--- src/rtl/input_conditioner.sv ---
// Button/switch front end for the add-shift multiplier: two-flop synchronizers,
// per-key debounce FSMs producing clean active-high levels and one-cycle rise pulses.
module input_conditioner #(
  parameter int unsigned DEBOUNCE_CYCLES = 500000,
  parameter int unsigned CNT_W           = 20,
  parameter int unsigned SW_W            = 8
) (
  input  logic            Clk,
  input  logic            Reset,
  input  logic            Run_btn,
  input  logic            ClrLd_btn,
  input  logic [SW_W-1:0] SW,
  output logic            Run,
  output logic            Run_rise,
  output logic            ClrLd,
  output logic            ClrLd_rise,
  output logic [SW_W-1:0] SW_s
);

  localparam int unsigned NB = 2;
  localparam logic [CNT_W-1:0] CNT_LAST = CNT_W'(DEBOUNCE_CYCLES - 1);

  typedef enum logic [1:0] {
    IDLE         = 2'd0,
    PRESS_WAIT   = 2'd1,
    PRESSED      = 2'd2,
    RELEASE_WAIT = 2'd3
  } btn_state_t;

  logic [NB-1:0]   btn_raw;
  logic [NB-1:0]   btn_sync1;
  logic [NB-1:0]   btn_sync2;
  logic [NB-1:0]   level;
  logic [NB-1:0]   rise;
  logic [SW_W-1:0] sw_sync1;

  assign btn_raw = {ClrLd_btn, Run_btn};

  // Two-flop synchronizers; keys reset to released, switches to zero.
  always_ff @(posedge Clk) begin
    if (!Reset) begin
      btn_sync1 <= '1;
      btn_sync2 <= '1;
      sw_sync1  <= '0;
      SW_s      <= '0;
    end else begin
      btn_sync1 <= btn_raw;
      btn_sync2 <= btn_sync1;
      sw_sync1  <= SW;
      SW_s      <= sw_sync1;
    end
  end

  for (genvar i = 0; i < NB; i++) begin : g_btn
    btn_state_t       state;
    logic [CNT_W-1:0] cnt;
    logic             level_q;
    logic             rise_q;
    logic             pressed;

    assign pressed = ~btn_sync2[i];
    assign level[i] = level_q;
    assign rise[i]  = rise_q;

    // Debounce FSM: a change is accepted only after DEBOUNCE_CYCLES further
    // consecutive samples agree; any disagreement restarts the wait.
    always_ff @(posedge Clk) begin
      if (!Reset) begin
        state   <= IDLE;
        cnt     <= '0;
        level_q <= 1'b0;
        rise_q  <= 1'b0;
      end else begin
        rise_q <= 1'b0;
        case (state)
          IDLE: begin
            if (pressed) begin
              state <= PRESS_WAIT;
              cnt   <= '0;
            end
          end
          PRESS_WAIT: begin
            if (!pressed) begin
              state <= IDLE;
              cnt   <= '0;
            end else if (cnt == CNT_LAST) begin
              state   <= PRESSED;
              level_q <= 1'b1;
              rise_q  <= 1'b1;
            end else begin
              cnt <= cnt + CNT_W'(1);
            end
          end
          PRESSED: begin
            if (!pressed) begin
              state <= RELEASE_WAIT;
              cnt   <= '0;
            end
          end
          RELEASE_WAIT: begin
            if (pressed) begin
              state <= PRESSED;
              cnt   <= '0;
            end else if (cnt == CNT_LAST) begin
              state   <= IDLE;
              level_q <= 1'b0;
            end else begin
              cnt <= cnt + CNT_W'(1);
            end
          end
          default: begin
            state   <= IDLE;
            cnt     <= '0;
            level_q <= 1'b0;
          end
        endcase
      end
    end
  end

  assign Run        = level[0];
  assign Run_rise   = rise[0];
  assign ClrLd      = level[1];
  assign ClrLd_rise = rise[1];

endmodule
--- config.mk ---
export PLATFORM = sky130hd
export DESIGN_NAME = input_conditioner
export DESIGN_NICKNAME = d
export VERILOG_FILES = /design/src/rtl/input_conditioner.sv
export SDC_FILE = /design/constraint.sdc
export NUM_CORES = 1
export LEC_CHECK = 0
export CAP_MARGIN = 10
export CORE_AREA = 2 2 115 61
export CTS_CLUSTER_DIAMETER = 200
export DETAILED_ROUTE_END_ITERATION = 10
export DIE_AREA = 0 0 117 63
export GPL_ROUTABILITY_DRIVEN = 0
export PLACE_DENSITY = 0.69
export SYNTH_ARGS = -nofsm -noshare
export SYNTH_HDL_FRONTEND = slang
export SYNTH_SLANG_ARGS = --single-unit
export TNS_END_PERCENT = 1
--- constraint.sdc ---
create_clock -name Clk -period 4.8 [get_ports Clk]
set_input_delay 0.72 -clock Clk [delete_from_list [all_inputs] [get_ports Clk]]
set_output_delay 0.72 -clock Clk [all_outputs]
set_load 0.05 [all_outputs]
# Word level (Yosys, flattened, before mapping)
# Index checks and enable logic that the tools add are counted.
[op_classes]
add_sub_neg = 2
mul = 0
n_div = 0
n_lt_le_gt_ge = 0
n_eq_ne = 24
shift = 0
muxes = 38
bitwise = 3
reduce_logical = 12
[op_table]
columns = ["cell", "count"]
rows = [
  ["$mux 20", 10],
  ["$pmux 20 s4", 2],
  ["$add 20x1->20 const B", 2],
  ["$eq 20x19->1 const B", 2],
  ["$mux 2", 12],
  ["$ne 2x2->1 const B", 12],
  ["$pmux 2 s4", 2],
  ["$ne 3x3->1 const B", 4],
  ["$mux 1", 10],
  ["$reduce_and 5->1", 2],
  ["$eq 2x2->1 const B", 4],
  ["$reduce_and 4->1", 2],
  ["$reduce_or 3->1", 2],
  ["$eq 2x1->1 const B", 2],
  ["$logic_not 2->1", 2],
  ["$pmux 1 s2", 2],
  ["$reduce_and 2->1", 2],
  ["$reduce_bool 2->1", 2],
  ["$not 1->1", 3],
]
[totals]
ff_bits = 68
latchBits = 0
ramBits = 0
mem_bits_ro = 0
in_bits = 12
word_cells = 91
n_memories = 0

# Logic depth before layout (Yosys ltp)
# Gate-level depths: netlist (run 1).
[depth]
word_depth = 4
depth_mapped = 7
ltp_nobuf = 6

# Worst setup path before layout (run 1)
# No wires, ideal clock.
[synth_timing]
path_kind = "register -> register"
start = "register g_btn[1].cnt[10]"
end = "register g_btn[1].cnt[2]"
arrival_time_ns = 1.940
required_time_ns = 4.662
slack_ns = 2.721
stages_incl_launch_ff = 7
path_buffers = 1
period_less_slack_ns = 2.079
path_cell_list = "dfxtp_1 buf_6 or4b_4 or4_4 or3_4 a31oi_1 a311oi_1"
[synth_between]
elab_chain_len = 4
[synth_lines]
columns = ["item", "line", "rtl"]
rows = [
  ["from (decl)", "56", "logic [CNT_W-1:0] cnt;"],
  ["from (signal assigned)", "91", "cnt <= cnt + CNT_W'(1);"],
  ["from (signal assigned)", "108", "cnt <= cnt + CNT_W'(1);"],
  ["$eq 20x19->1 *", "86, 104", ""],
  ["$mux 20 *", "-", ""],
  ["$mux 20 (on tied branches)", "-", ""],
  ["$pmux 20 s4 *", "-", ""],
]
# Every way passes the cells marked *; elsewhere a longest branch is shown, timed or not.
# A chain may end at the register's enable or synchronous reset.

==> PnR_summary.wiki, run 1 <==
{| class="wikitable"
! Metric !! Value
|-
| Core area || 6440 µm²
|-
| DPL Wire Length || 4.72 mm
|-
| Setup repair after global routing missed its margin || no
|-
| Startpoint of the worst-slack reg-to-reg timing path || g_btn[1].cnt[8]
|-
| Compound-cell area share of the yosys netlist || 0.163
|-
| Combined global-route utilization of all metal layers || 0.208
|-
| Buffer type at the clock tree root || sky130_fd_sc_hd__clkbuf_16
|-
| Pin count of the biggest net entering global routing || 28
|-
| Synth Register Bits || roughly 70
|-
| Final Hold Fails || 0
|-
| Register area share after synthesis || 0.440
|-
| Peak ir drop on the vdd network || 240 µV
|-
| Final worst path period need || 2.55 ns
|-
| Total number of placement rows || 21
|-
| Number of cells on the worst reg-to-reg path || 5
|-
| Global-route wire length before repair || 11.8 mm
|-
| Post-synthesis share of cell area spent on xor and xnor gates || 0.0510
|-
| Area growth from synthesis to layout || 18.5%
|-
| P per Cell Area || about 350 nW/µm²
|-
| Synthesized instance count || 358
|-
| Setup Total Neg Slack || 0 ns
|-
| Largest driver fanout on the critical path || 27
|-
| Yosys warning total || 0
|-
| Commonest non-fill, non-tap cells in the layout || sky130_fd_sc_hd__dfxtp_1 (68), sky130_fd_sc_hd__nor2_1 (30), sky130_fd_sc_hd__nand3_1 (26)
|-
| Reg clk slew, reported paths || 0.05 ns
|-
| Wire length per cell || 14.6 µm
|-
| Post-CTS sizing || 0
|-
| Most common cell after layout, fill and taps aside || sky130_fd_sc_hd__dfxtp_1
|-
| Int Power || 0.998 mW
|-
| CTS tree || yes
|-
| Netlist cell types || 50
|-
| Area of the die || approximately 7400 µm²
|-
| Violation count after the first detailed-route iteration || 225
|-
| Portion of netlist area occupied by mux cells || 0.00648
|-
| Portion of synthesized cell area occupied by the leading cell type || 0.440
|-
| Global-route congestion overflow total || 0
|-
| Worst Path Class, Setup || in2reg
|-
| Post-Synth Simple-Gate Area || 0.296
|-
| Total cell area at the placement stage || between 3000 and 4000 µm²
|-
| Starting Density || 0.480
|-
| Number of port buffers || 23
|-
| Worst min path class || reg2reg
|-
| Switching Power || between 0.2 and 0.3 mW
|-
| Static power due to leakage || around 1.2 nW
|-
| Data arrival time of the critical path || around 2.8 ns
|-
| Count of pins on the block boundary || 24
|-
| Sw frac || 0.218
|-
| Kind of end point of the critical path || register
|-
| DR vias/cell || approximately 5.7
|-
| Largest family of logic cells by synthesized area || simple AND/OR/NAND/NOR gates
|-
| Hold bufs inserted after CTS || 0
|-
| Sort of element at the start of the critical path || input pin
|-
| Cell taking the most area after synthesis || sky130_fd_sc_hd__dfxtp_1
|-
| Number of remaining DRC errors || 0
|-
| Layout Utilization || 0.569
|-
| Total Nets Final || slightly below 400
|-
| Max_slew headroom || 0.320
|-
| Die height || 63 µm
|-
| Final worst-path setup slack || about 2.3 ns
|-
| Fmax || 393 MHz
|-
| Post-synthesis async set-or-reset flop share || 0
|-
| Reported max-cap violation count || 0
|-
| Number of search-and-repair iterations in the first detailed-routing pass || 5
|-
| Max-slew violation total from the final report || 0
|-
| Fraction of power consumed by combinational cells || 0.049
|-
| Post-CTS Repair Setup Buffers || 0
|-
| Portion of total power attributed to the clock network || 0.497
|-
| Via total after detailed routing || 2,695
|-
| Critical path origin || Reset
|-
| Largest cells by area after synthesis || sky130_fd_sc_hd__dfxtp_1 (44%), sky130_fd_sc_hd__nand3_1 (4.2%), sky130_fd_sc_hd__and2_1 (4.0%)
|-
| Worst slack after detailed placement || 1.89 ns
|-
| Antenna violations before repair || 0
|-
| Maximum level of the CTS H-tree || 3
|-
| Clock Path Buffers || 2
|-
| Share of cells above drive strength 1 || 0.0731
|-
| Post-route clock period utilization || 0.531
|-
| Number of global-route vias before repair || 2,406
|-
| Worst skew pair latency || 0.33 ns
|-
| Worst reg2reg endpoint || g_btn[1].cnt[2]
|-
| Launch instance of the worst min-delay path || btn_sync1[0]
|-
| Net count of the mapped netlist || 372
|-
| Routed wire length || 6.94 mm
|-
| Worst reg2reg setup slack || 2.49 ns
|-
| Post-route antenna net violation count || 0
|-
| Worst slew pin tran || between 1 and 1.5 ns
|-
| Status || finished, final reports clean
|-
| Width of the chip || 117 µm
|-
| Final antenna diode count || 0
|-
| Worst setup skew after layout || 0.00844 ns
|-
| Post-synthesis instance area || 3090 µm²
|-
| Sequential fraction of design power || 0.454
|-
| Worst Setup EP || g_btn[1].cnt[13]
|-
| Post-Synth Adder-Cell Area || 0.00810
|-
| Sinks on Clock Net || 68
|-
| Mean instance size in the synthesized netlist || 8.63 µm²
|-
| Total setup violations reported at the end of the flow || 0
|-
| Worst EP required || just over 5 ns
|-
| Total CTS buffers || 9
|-
| Number of enable flip-flop cells after synthesis || 0
|-
| Area of all placed cells without fillers || around 3700 µm²
|-
| Synth Flop Type || sky130_fd_sc_hd__dfxtp_1
|}
cell usage after synthesis (all sizes together) (2+ instances only):
cell type / number
dfxtp: 68
nor2: 30
nand3: 26
a21oi: 23
nand2: 21
and2: 20
o21ai: 19
clkbuf: 14
nor3: 14
xnor2: 13
inv: 9
nand4: 9
nor4: 7
nand2b: 6
or3: 6
a311oi: 5
a31oi: 5
xor2: 5
and3: 4
and4: 4
or2: 4
or4: 4
a211oi: 3
a41oi: 3
nor4b: 3
o22ai: 3
o31ai: 3
a2111oi: 2
buf: 2
ha: 2
mux2i: 2
nand3b: 2
nand4b: 2
o211a: 2
o31a: 2
or4b: 2
worst min path at each step:
stage	cells past startpoint	end	slack [ns]
floorplan	1	btn_sync2[0]	0.39
global placement	1	btn_sync2[0]	0.40
detailed placement	1	btn_sync2[0]	0.40
CTS	1	btn_sync2[0]	0.42
global route	1	SW_s[4]	0.43
finish	1	btn_sync2[0]	0.42
stage by stage:
step                      cells  hold slack, ns  power (mW)
final                       475           0.421        1.28
after global routing        475           0.435        1.33
after CTS                   475           0.424        1.29
after detailed placement    459           0.398       0.654
after global placement      459           0.402       0.653
after floorplan             358           0.386       0.629
sequential cells by signal (all words and copies together), names as in the netlist, named ones only:
register,cells
Run,1
Run_rise,1
ClrLd_rise,1
btn_sync2,2
btn_sync1,2
g_btn.state,2
SW_s,8
g_btn.cnt,40
ClrLd,1
sw_sync1,8
metal layers:
layer	part of all wire	track usage
met4	0.0073	0.0662
met5	0	0
met2	0.37	0.263
met1	0.52	0.308
met3	0.10	0.0912
worst max-delay path: stages:
cell,delay (ns)
sky130_fd_sc_hd__clkdlybuf4s50_1,0.99
sky130_fd_sc_hd__nand3_1,0.33
sky130_fd_sc_hd__or4b_2,0.69
sky130_fd_sc_hd__nand2_1,0.09
power by group through the flow:
stage | clock network, mW | logic [mW] | registers, mW
2_1_floorplan | 0 | 0.0236 | 0.605
3_3_place_gp | 0 | 0.0623 | 0.591
3_5_place_dp | 0 | 0.0627 | 0.591
4_1_cts | 0.650 | 0.0631 | 0.579
5_1_grt | 0.683 | 0.0679 | 0.580
6_report | 0.634 | 0.0625 | 0.579
logic make-up (layout without fill, tap and decap cells):
logic type	count (synthesis)	count (layout)
AO/OA/AOI/OAI	78	78
flip-flops	68	68
AND/OR/NAND/NOR	165	165
XOR/XNOR	18	18
buffers and inverters	25	50
multiplexers	2	2
adder cells (fa/ha/maj)	2	2
final cells by class:
type	count	area (µm²)
Clock buffer	11	233
Clock inverter	5	52.6
Fill cell	596	2780
Inverter	9	33.8
Multi-Input combinational cell	265	1620
Sequential cell	68	1360
Tap cell	92	115
Timing Repair Buffer	25	245
(Power assumes the default switching activity.)
==> run 2, diff against run 1 <==
Clock period 4.8 ns to 2.49 ns, I/O delays scaled along.
==> PnR_summary.wiki, run 2 (synthesis results as in run 1) <==
{| class="wikitable"
! Metric !! Value
|-
| Share of cells above drive strength 1 || 0.0995 (+0.0264)
|-
| GR Util met2 || 0.265 (+0.00217)
|-
| Max_slew headroom || 0.602 (+0.281)
|-
| Final worst path period need || 2.30 ns
|-
| Post-CTS Repair Setup Buffers || 0 (unchanged)
|-
| P per Cell Area || 678 nW/µm² (+94%)
|-
| Maximum level of the CTS H-tree || 3 (unchanged)
|-
| Worst skew pair latency || 0.34 ns (about the same)
|-
| Core area || 6440 µm² (unchanged)
|-
| Post-route clock period utilization || 0.922
|-
| Total number of placement rows || 21 (unchanged)
|-
| Most common cell after layout, fill and taps aside || sky130_fd_sc_hd__dfxtp_1
|-
| Sinks on Clock Net || 68 (unchanged)
|-
| Worst Path Class, Setup || reg2reg
|-
| Starting Density || 0.480 (unchanged)
|-
| Number of standard cells in the layout, taps in and fillers out || 484 (+1.9%)
|-
| Flip-flop count of the largest register, all copies and words added || 40 (unchanged)
|-
| Status || finished, final reports clean
|-
| Final worst-path setup slack || 0.194 ns (-2.06 ns)
|-
| Worst EP required || 2.74 ns (-2.34 ns)
|-
| Die height || 63 µm (unchanged)
|-
| Via total after detailed routing || 2,773 (+2.9%)
|-
| Number of port buffers || 23 (unchanged)
|-
| Number of remaining DRC errors || 0 (unchanged)
|-
| Count of pins on the block boundary || 24 (unchanged)
|-
| Fill cell total of the finished layout || 587 (-1.5%)
|-
| Worst min path class || reg2reg
|-
| Antenna violations before repair || 0 (unchanged)
|-
| Combined global-route utilization of all metal layers || 0.211 (+0.00390)
|-
| Violation count after the first detailed-route iteration || 290 (+29%)
|-
| Sort of element at the start of the critical path || register
|-
| Worst slew pin tran || 0.597 ns (-0.414 ns)
|-
| Number of global-route vias before repair || 2,391 (-0.62%)
|-
| Number of search-and-repair iterations in the first detailed-routing pass || 5 (unchanged)
|-
| Width of the chip || 117 µm (unchanged)
|-
| DR vias/cell || 5.73 (+0.98%)
|-
| Leading registers by flop count || g_btn.cnt x40, SW_s x8, sw_sync1 x8
|-
| Clock Path Buffers || 2 (unchanged)
|-
| Total power consumption of the routed design || 2.55 mW (+99%)
|-
| Final Hold Fails || 0 (unchanged)
|-
| Area of the die || 7370 µm² (unchanged)
|-
| Peak ir drop on the vdd network || 355 µV (+48%)
|-
| Commonest non-fill, non-tap cells in the layout || sky130_fd_sc_hd__dfxtp_1 (68), sky130_fd_sc_hd__nor2_1 (30), sky130_fd_sc_hd__nand3_1 (26)
|-
| Max-slew violation total from the final report || 0 (unchanged)
|-
| DPL Wire Length || 5.07 mm (+7.3%)
|-
| Post-CTS sizing || 0 (unchanged)
|-
| CP max stage cell || sky130_fd_sc_hd__or4b_4
|-
| Routed wire length || 7.21 mm (+3.9%)
|-
| Static power due to leakage || 1.28 nW (+4.3%)
|-
| Post-route antenna net violation count || 0 (unchanged)
|-
| Worst setup skew after layout || 0.00384 ns (-0.00461 ns)
|-
| Global-route wire length before repair || 11.9 mm (+0.94%)
|-
| Total setup violations reported at the end of the flow || 0 (unchanged)
|-
| Largest driver fanout on the critical path || 7 (-74%)
|-
| Final antenna diode count || 0 (unchanged)
|-
| Top reg by flops || g_btn.cnt
|-
| Setup Total Neg Slack || 0 ns (unchanged)
|-
| Met3 Track Usage GR || 0.0883 (-0.00291)
|-
| Area growth from synthesis to layout || 21.5%
|-
| Layer carrying the most global-route usage || met1
|-
| Total CTS buffers || 9 (unchanged)
|-
| Met1 demand-to-capacity share in global routing || 0.311 (+0.00253)
|-
| Fmax || 436 MHz
|-
| CTS tree || yes
|-
| Data arrival time of the critical path || 2.54 ns (-0.28 ns)
|-
| Kind of end point of the critical path || register
|-
| Setup repair after global routing missed its margin || no
|-
| Cell Count Post-Placement || 468 (+2.0%)
|-
| Total Nets Final || 401 (+2.3%)
|-
| Global-route congestion overflow total || 0 (unchanged)
|-
| Hold bufs inserted after CTS || 0 (unchanged)
|-
| Reported max-cap violation count || 0 (unchanged)
|-
| Reg clk slew, reported paths || 0.06 ns (about the same)
|-
| Wire length per cell || 14.9 µm (+2.0%)
|-
| Worst slack after detailed placement || 0.243 ns (-1.64 ns)
|-
| Pin count of the biggest net entering global routing || 25 (-11%)
|-
| Buffer type at the clock tree root || sky130_fd_sc_hd__clkbuf_16
|-
| Critical Path Max Stage Delay || 0.51 ns (-0.48 ns)
|-
| Cell Chain, Critical Path || or4b_4 -> or4_4 -> nor3_2 -> o21ai_2 -> a311oi_1
|}
run 2: cell types whose count changed in the layout (fill, tap and decap cells not counted), moves of 2 or more:
| cell | before | now |
|---|---|---|
| sky130_fd_sc_hd__clkinv_2 | 3 | 1 |
| sky130_fd_sc_hd__buf_4 | 2 | 11 |
| sky130_fd_sc_hd__clkbuf_8 | 0 | 2 |
| sky130_fd_sc_hd__clkbuf_1 | 2 | 0 |
run 2: layout make-up:
class | instances | area [µm²] | share of cell area
well taps | 92 | 115 | 0.0307
flip-flops and latches | 68 | 1360 | 0.363
inverters | 9 | 33.8 | 0.00900
repair buffers | 34 | 313 | 0.0833
multi-input cells | 265 | 1620 | 0.432
clock inverters | 5 | 58.8 | 0.0157
clock buffers | 11 | 253 | 0.0673
run 2: path summary, 6_finish.rpt:
kind	from	to	slack (ns)	cells past startpoint
worst max-delay path	g_btn[1].cnt[8]	g_btn[1].cnt[2]	0.19	5
worst min register to register	btn_sync1[0]	btn_sync2[0]	0.41	1
worst max register to register	g_btn[1].cnt[8]	g_btn[1].cnt[2]	0.19	5
worst min-delay path	btn_sync1[0]	btn_sync2[0]	0.41	1
run 2: routing by layer:
layer	routed length (µm)	part of all wire
met1	3760	0.52
met2	2670	0.37
met3	664	0.092
met4	112	0.016
met5	0	0
run 2: worst max-delay path, delay by kind of cell, from the launching register on:
family          cells  cell delay [ns]
flops               1             0.44
compound gates      2             0.34
simple gates        3             1.42
run 2: report_power, final:
group	total, mW	internal, mW	switching (mW)
registers	1.12	1.11	0.00863
logic	0.124	0.0498	0.0744
clock network	1.30	0.830	0.475
run 2: per-stage QoR:
step	hold WS [ns]	instance area (µm²)	utilization
after floorplan	0.386	3090	-
after global placement	0.412	3440	0.535
after detailed placement	0.396	3440	0.535
after CTS	0.417	3750	0.583
after global routing	0.424	3750	0.583
final	0.412	3750	0.583
